[config.mk]
export PLATFORM = sky130hd
export DESIGN_NAME = deserializer
export DESIGN_NICKNAME = d
export VERILOG_FILES = /design/src/rtl/deserializer_pkg.sv /design/src/rtl/deser_gap_timer.sv /design/src/rtl/deserializer.sv
export SDC_FILE = /design/constraint.sdc
export NUM_CORES = 1
export LEC_CHECK = 0
export CORE_MARGIN = 5
export CORE_UTILIZATION = 57
export DETAILED_ROUTE_END_ITERATION = 10
export GPL_TIMING_DRIVEN = 0
export PLACE_DENSITY = 0.92
export RECOVER_POWER = 50
export SLEW_MARGIN = 0
export SYNTH_ARGS = -nofsm -noshare
export SYNTH_HDL_FRONTEND = slang
export SYNTH_SLANG_ARGS = --single-unit
[constraint.sdc]
create_clock -name clk_i -period 4.6 [get_ports clk_i]
set_input_delay 0.69 -clock clk_i [delete_from_list [all_inputs] [get_ports clk_i]]
set_output_delay 0.69 -clock clk_i [all_outputs]
set_load 0.1 [all_outputs]
[src/rtl/deserializer_pkg.sv]
// Shared definitions for the serial-to-parallel deserializer:
// default sizes, the mod/bit-count width helper and the FSM state type.
package deserializer_pkg;

  localparam int DESER_DATA_W_DEFAULT   = 16;
  localparam int DESER_IDLE_GAP_DEFAULT = 4;

  // Width of the bit count / mod field: enough to hold 0..DATA_W-1.
  function automatic int deser_mod_w(input int data_w);
    return (data_w <= 2) ? 1 : $clog2(data_w);
  endfunction

  // IDLE: no bits of the current word held; COLLECT: 1..DATA_W-1 bits held.
  typedef enum logic {
    IDLE    = 1'b0,
    COLLECT = 1'b1
  } deser_state_e;

endpackage

[src/rtl/deser_gap_timer.sv]
// Idle-gap timer for the deserializer flush feature (DESERIALIZER_FLUSH_EN).
// Counts idle cycles while a partial word is held and flags when IDLE_GAP
// idle cycles have elapsed. Saturates at IDLE_GAP until cleared.
module deser_gap_timer
  import deserializer_pkg::*;
#(
  parameter int IDLE_GAP = DESER_IDLE_GAP_DEFAULT
) (
  input  logic clk_i,
  input  logic arstn_i,
  input  logic inc_i,
  input  logic clr_i,
  output logic expired_o
);

  localparam int GAP_W = (IDLE_GAP < 1) ? 1 : $clog2(IDLE_GAP + 1);

  logic [GAP_W-1:0] r_gap;

  // Clear has priority; otherwise count idle cycles up to the limit.
  always_ff @(posedge clk_i or negedge arstn_i) begin
    if (!arstn_i) begin
      r_gap <= '0;
    end else if (clr_i) begin
      r_gap <= '0;
    end else if (inc_i && !expired_o) begin
      r_gap <= r_gap + 1'b1;
    end
  end

  assign expired_o = (r_gap == GAP_W'(IDLE_GAP));

endmodule

[src/rtl/deserializer.sv]
// Serial-to-parallel deserializer, MSB first. Valid bits are placed directly
// at their final (left-aligned) position, so a flushed partial word already
// has its unused LSBs at zero. A complete word is registered onto the output
// together with a one-cycle valid pulse; outputs hold between pulses.
// Optional feature: define DESERIALIZER_FLUSH_EN to flush a partial word
// after IDLE_GAP idle cycles, reporting the number of valid MSBs on deser_mod_o.
module deserializer
  import deserializer_pkg::*;
#(
  parameter int DATA_W   = DESER_DATA_W_DEFAULT,
  parameter int IDLE_GAP = DESER_IDLE_GAP_DEFAULT
) (
  input  logic                           clk_i,
  input  logic                           arstn_i,
  input  logic                           data_i,
  input  logic                           data_val_i,
  output logic [DATA_W-1:0]              deser_data_o,
  output logic [deser_mod_w(DATA_W)-1:0] deser_mod_o,
  output logic                           deser_data_val_o,
  output logic                           busy_o
);

  localparam int CNT_W = deser_mod_w(DATA_W);

  deser_state_e      r_state;
  deser_state_e      w_state_next;
  logic [CNT_W-1:0]  r_cnt;
  logic [CNT_W-1:0]  w_cnt_next;
  logic [CNT_W-1:0]  w_idx;
  logic [DATA_W-1:0] r_shift;
  logic [DATA_W-1:0] w_shift_next;
  logic [DATA_W-1:0] w_word;
  logic [DATA_W-1:0] r_data;
  logic [DATA_W-1:0] w_data_next;
  logic              r_val;
  logic              w_val_next;
  logic              r_busy;
  logic              w_full;
  logic              w_flush;

  // Bit position (from the LSB) where the next valid bit lands.
  assign w_idx = CNT_W'(DATA_W - 1) - r_cnt;

  // Next-state and datapath: append a valid bit, emit on the last bit,
  // or emit the partial word when the gap timer asks for a flush.
  always_comb begin
    w_state_next = r_state;
    w_cnt_next   = r_cnt;
    w_shift_next = r_shift;
    w_data_next  = r_data;
    w_val_next   = 1'b0;
    w_full       = 1'b0;
    // A new word starts from zero so stale bits never leak into it.
    w_word       = (r_state == IDLE) ? '0 : r_shift;
    w_word[w_idx] = data_i;

    if (data_val_i) begin
      if (r_cnt == CNT_W'(DATA_W - 1)) begin
        w_full       = 1'b1;
        w_data_next  = w_word;
        w_val_next   = 1'b1;
        w_cnt_next   = '0;
        w_shift_next = '0;
        w_state_next = IDLE;
      end else begin
        w_cnt_next   = r_cnt + 1'b1;
        w_shift_next = w_word;
        w_state_next = COLLECT;
      end
    end else if (w_flush) begin
      w_data_next  = r_shift;
      w_val_next   = 1'b1;
      w_cnt_next   = '0;
      w_shift_next = '0;
      w_state_next = IDLE;
    end
  end

  // State and datapath registers.
  always_ff @(posedge clk_i or negedge arstn_i) begin
    if (!arstn_i) begin
      r_state <= IDLE;
      r_cnt   <= '0;
      r_shift <= '0;
      r_data  <= '0;
      r_val   <= 1'b0;
      r_busy  <= 1'b0;
    end else begin
      r_state <= w_state_next;
      r_cnt   <= w_cnt_next;
      r_shift <= w_shift_next;
      r_data  <= w_data_next;
      r_val   <= w_val_next;
      r_busy  <= (w_cnt_next != '0);
    end
  end

`ifdef DESERIALIZER_FLUSH_EN
  logic             w_gap_expired;
  logic [CNT_W-1:0] r_mod;

  deser_gap_timer #(
    .IDLE_GAP (IDLE_GAP)
  ) u_gap_timer (
    .clk_i     (clk_i),
    .arstn_i   (arstn_i),
    .inc_i     ((r_state == COLLECT) && !data_val_i),
    .clr_i     (data_val_i || w_flush),
    .expired_o (w_gap_expired)
  );

  // A valid bit in the expiry cycle wins: it is appended instead of flushing.
  assign w_flush = w_gap_expired && !data_val_i && (r_state == COLLECT);

  // Mod holds the bit count of a flushed word, 0 for a full word.
  always_ff @(posedge clk_i or negedge arstn_i) begin
    if (!arstn_i) begin
      r_mod <= '0;
    end else if (w_flush) begin
      r_mod <= r_cnt;
    end else if (w_full) begin
      r_mod <= '0;
    end
  end

  assign deser_mod_o = r_mod;
`else
  logic w_unused_gap;

  assign w_flush      = 1'b0;
  assign deser_mod_o  = '0;
  assign w_unused_gap = (IDLE_GAP != 0) || w_full;
`endif

  assign deser_data_o     = r_data;
  assign deser_data_val_o = r_val;
  assign busy_o           = r_busy;

endmodule

Word-level counts from Yosys, hierarchy flattened. Index checks and enable logic that the tools add are counted.

Bits in registers: 39. Bits of input ports: 4. Output and inout bits: 22. Logic and storage cells: 24.

Add/subtract/negate cells: 2. Magnitude comparators: 2. Equal/unequal tests: 1. Mux-type cells: 10. Reduce and logical (&&, ||, !) cells: 3.

Operators with widths (count): $mux 16 (2); $bwmux 16 (1); $mux 4 (2); $lt 4x5->1 const B (1); $add 4x1->4 const B (1); $demux 1 s4 (1); $eq 4x4->1 const B (1); $ge 4x1->1 const B (1); $mux 1 (4); $reduce_bool 4->1 (1); $sub 4x4->4 const A (1); $reduce_and 2->1 (1); $logic_and 1x1->1 (1).

Logic depth before layout (Yosys ltp).
Word-level depth: 7. Mapped depth: 7. Gate-level depth less buffers: 6.

Worst setup path before layout. Ideal clock, no wire load.

Kind: register to output. Start point: register r_data[0] (netlist: deser_data_o[0]). End point: output deser_data_o[0]. Data arrival time: 897 ps. Data required time: 3910 ps. Slack: 3013 ps. Cell stages (with the launch flop): 1. Buffers on the path: 0. Cell sequence: dfrtp_1.

RTL lines: start: declaration (RTL line deserializer.sv:33) `logic [DATA_W-1:0] r_data;`; start signal: assignment (RTL line deserializer.sv:92) `r_data <= w_data_next;`; end: declaration (RTL line deserializer.sv:17) `output logic [DATA_W-1:0] deser_data_o,`.

No word-level cell between the ends.

Worst setup path after layout.
Start point: register r_data[0] (netlist: deser_data_o[0]). End point: output deser_data_o[0].

No word-level cell between the ends.

==> results <==
- The flow ran to the end, but the final reports show violations.
- The final reports fail on capacitance limit, slew limit.
- Cell internal power was estimated by the tool at 0.7010 mW.
- The total number of placement rows is 20.
- dfrtp_1 takes more of the synthesized area than any other cell.
- In this run the static leakage power is between 0.9 and 1 nW.
- After detailed routing, the number of remaining DRC violations is 0.
- Setup violations remaining at the end of the flow were counted as 0.
- The synthesized flop and latch total is 39.
- The routed via count divided by cell count is 5.674.
- The detailed router finished its first iteration with 88 violations.
- Sorting the synthesized cells by area gives the leading types as dfrtp_1, a211oi_1, a31oi_1, o22ai_1, nand2_1.
- The repair_antennas step left the layout with diodes totalling 0.
- The final count of pins violating max slew is 40.
- VDD sags by at most ~350 µV.
- The vertical die dimension is 66.77 µm.
- The capturing point of the worst reg2reg path is r_shift[8]$_DFFE_PN0P_.
- The first-pass GRT wire length is 6.699 mm.
- The number of cells on the worst reg-to-reg path is 5.
- The post-cts repair resize count is 0.
- The starting density of the core is 59.67%.
- The net switching share of the total power is 48.28%.
- The clock insertion delay at the later pin of the skew report is 0.35 ns.
- The Yosys step of the flow raised 0 warnings.
- The initial antenna violation count is 0.
- The weighted congestion at the end of routability-driven global placement is 0.8679.
- Power spread over the standard cell area amounts to approximately 630 mW/mm².
- The post-CTS setup buffer count is 0.
- The cell count after synthesis came out at around 190.
- The worst-case register-to-register setup slack is 2.87 ns.
- The clock passes through at most 2 buffers.
- Yosys instantiated no cell more often than dfrtp_1.
- The number of buffers and inverters on the critical path is 1.
- The largest single stage delay on the critical path is 1.13 ns.
- The reported max-cap violation count is 1.
- The count of buffers added on input and output ports is 20.
- Following the worst setup path forward leads to its endpoint at deser_data_o[0].
- Clock skew on the completed layout was measured at 0.007275 ns.
- During I/O placement, the number of pins put on the boundary was 26.
- The total routed wirelength is 3.974 mm.
- The measured slew at the worst slew-check pin is 1.989 ns.
- The met2 usage in global routing is 35.27%.
- Prior to clock tree synthesis, the placed netlist has a worst setup slack of 2.437 ns.
- Summed over all nets, the switching power comes to 0.6543 mW.
- Dividing the detail-routed wire length by the instance count gives 15.05 µm.
- At the worst endpoint, the required time is 3.91 ns.
- The kind of start point of the critical path is a flip-flop.
- The TritonCTS clock tree is built.
- The total via count after detailed routing is 1498.
- The average cell area after synthesis is slightly below 10 µm².
- Clock-pin slew was measured on the worst setup and hold paths at 0.11 ns.
- The number of logic stages on the critical path including buffering is 1.
- In the final layout, the share of cells above drive strength 1 is 10.45%.
- The worst path uses 55.16% of the clock period.
- The fraction of power consumed by sequential logic is 35.0%.
- The detailed-router iteration count before antenna repair is 4.
- Per report_power, the clock group accounts for between 10% and 20% of the total.
- The number of H-tree levels is 2.
- The layer carrying the most global-route usage is met2.
- The synthesized netlist occupies a cell area of approximately 0.0018 mm².
- Hold repair after CTS inserted 0 buffers.
- The filler-free cell count of the finished design is ~260.
- The largest net degree at the start of global routing is 40.
- The met3 track utilization from global routing is 4.047%.
- TritonCTS created 5 clock buffers.
- The post-DP HPWL is 2.746 mm.
- Measured against its own limit, the worst slew margin works out to -32.57%.
- Based on the critical path, the design can be clocked at up to 394.1 MHz.
- The post-layout utilization of the core is 70.16%.
- Setup total negative slack on the finished layout was measured at 0 ns.
- The final-layout fill cell count is around 240.
- The tightest min-delay check is of the flip-flop to flip-flop type.
- The data arrival time of the critical path is around 1.9 ns.
- The tree built by TritonCTS fans out to 39 sinks.
- The aggregate global routing overflow is 0.
- The sequential area share after synthesis is 53.13%.
- Synthesis instantiated 29 different standard cells from the library.
- In this run, the combinational gates consume 50.5% of the power.
- The routed design could run at a clock period as short as 2.537 ns.
- In the global route stage, overall resource usage came out at 19.99%.
- The share of Yosys cell area claimed by the top area cell type is 53.13%.
- The total core area is 0.003078 mm².
- The count of nets left with antenna violations once routing finished came out at 0.
- The most used flip-flop cell after synthesis is dfrtp_1.
- In this run the worst path has a maximum fanout of 2.
- The number of global-route vias before repair came to 1493.
- The area growth from synthesis to layout is 17.57%.
- Walking the worst path, the cells encountered are clkdlybuf4s50_1.
- The start point of the critical path is deser_data_o[0]$_DFFE_PN0P_.
- The total die area is 0.004458 mm².
- The final setup slack of the worst path is ~2.1 ns.
- Yosys mapped a number of flops with a built-in enable equal to 0.
- The met1 capacity usage during global routing is between 20% and 30%.
- At the end of the flow, the number of nets in the layout was 227.
- Setup repair after global routing left no endpoint under its margin.
- The type of the worst setup path is flip-flop to output port.
- Sorting the synthesized cells by how often they occur yields dfrtp_1, nand2_1, inv_1.
- The worst setup path is captured at an output port.
- The library cell used as clock root buffer is clkbuf_4.
- The fraction of synthesis flops using an asynchronous set or reset pin is 100.0%.
- The die span in x is 66.77 µm.
- The count of final hold-check violations came to 0.
- The cell family with the largest share of critical-path delay is buffers and inverters.
- The largest individual stage delay along the critical path comes from the cell clkdlybuf4s50_1.
- After detailed placement, the design holds a cell count of about 260.
- The reg-to-reg critical path startpoint is r_cnt[1]$_DFF_PN0_.
## power by group through the flow
stage / Combinational [mW] / Sequential [mW] / Clock, mW
after floorplan: 0.289 / 0.720 / 0
after global placement: 0.665 / 0.476 / 0
after detailed placement: 0.684 / 0.482 / 0
after CTS: 0.685 / 0.474 / 0.200
after global routing: 0.731 / 0.486 / 0.216
final: 0.685 / 0.475 / 0.196
## cell type report
cell class / instances / area (µm²) / area share, %
plain buffers: 21 / 122.6 / 5.678
clock buffers: 8 / 68.82 / 3.187
inverters: 18 / 67.56 / 3.129
multi-input cells: 114 / 675.6 / 31.29
flip-flops and latches: 39 / 975.9 / 45.19
well taps: 44 / 55.05 / 2.549
repair buffers: 20 / 193.9 / 8.980
## metrics by stage
step / hold WS, ns / area, µm² / power (mW)
floorplan: 0.3944 / 1848 / 1.008
global placement: 0.4645 / 2103 / 1.141
detailed placement: 0.4752 / 2098 / 1.166
CTS: 0.4659 / 2167 / 1.359
global route: 0.5206 / 2160 / 1.434
finish: 0.4912 / 2160 / 1.355
## cells in the final DEF, fill, tap and decap left out, drive strengths merged
master,instances
dfrtp,39
nand2,24
clkdlybuf4s50,19
o21ai,19
inv,18
o22ai,16
a31oi,16
a211oi,15
clkbuf,15
buf,15
ha,4
conb,4
nor2b,3
nand2b,2
xnor2,1
a21oi,1
o41ai,1
and2,1
nand3,1
o22a,1
nand4b,1
nor2,1
a21boi,1
nand4,1
and3,1
## kinds of logic after synthesis
| kind of cell | Yosys count | share of synthesized area, % |
|---|---|---|
| xor gates and xnor gates | 1 | 0.4769 |
| AOI/OAI and AO/OA | 70 | 23.84 |
| adders and majority gates | 4 | 2.725 |
| other | 1 | 0.2042 |
| buffers and inverters | 39 | 10.42 |
| and+or+nand+nor | 35 | 9.196 |
| DFF | 39 | 53.13 |
## worst min path at each step
stage	cells after the start	to	start	slack [ns]
4_1_cts	1	r_shift[12]$_DFFE_PN0P_	arstn_i	0.47
3_5_place_dp	2	deser_data_o[5]$_DFFE_PN0P_	deser_data_o[5]$_DFFE_PN0P_	0.48
5_1_grt	2	deser_data_o[2]$_DFFE_PN0P_	deser_data_o[2]$_DFFE_PN0P_	0.52
3_3_place_gp	2	deser_data_o[2]$_DFFE_PN0P_	deser_data_o[2]$_DFFE_PN0P_	0.46
6_report	2	deser_data_o[5]$_DFFE_PN0P_	deser_data_o[5]$_DFFE_PN0P_	0.49
2_1_floorplan	0	busy_o$_DFF_PN0_	arstn_i	0.39
## metal layers
metal	vias up	share of wire, %
met4	0	1.3
met5	-	0
li1	720	-
met1	720	42
met3	7	6.2
met2	51	50
## registers in the layout, indices dropped and copies added, names as in the netlist
name	count
busy_o	1
r_cnt	4
deser_data_val_o	1
r_shift	16
r_state	1
deser_data_o	16
(Power assumes the default switching activity.)
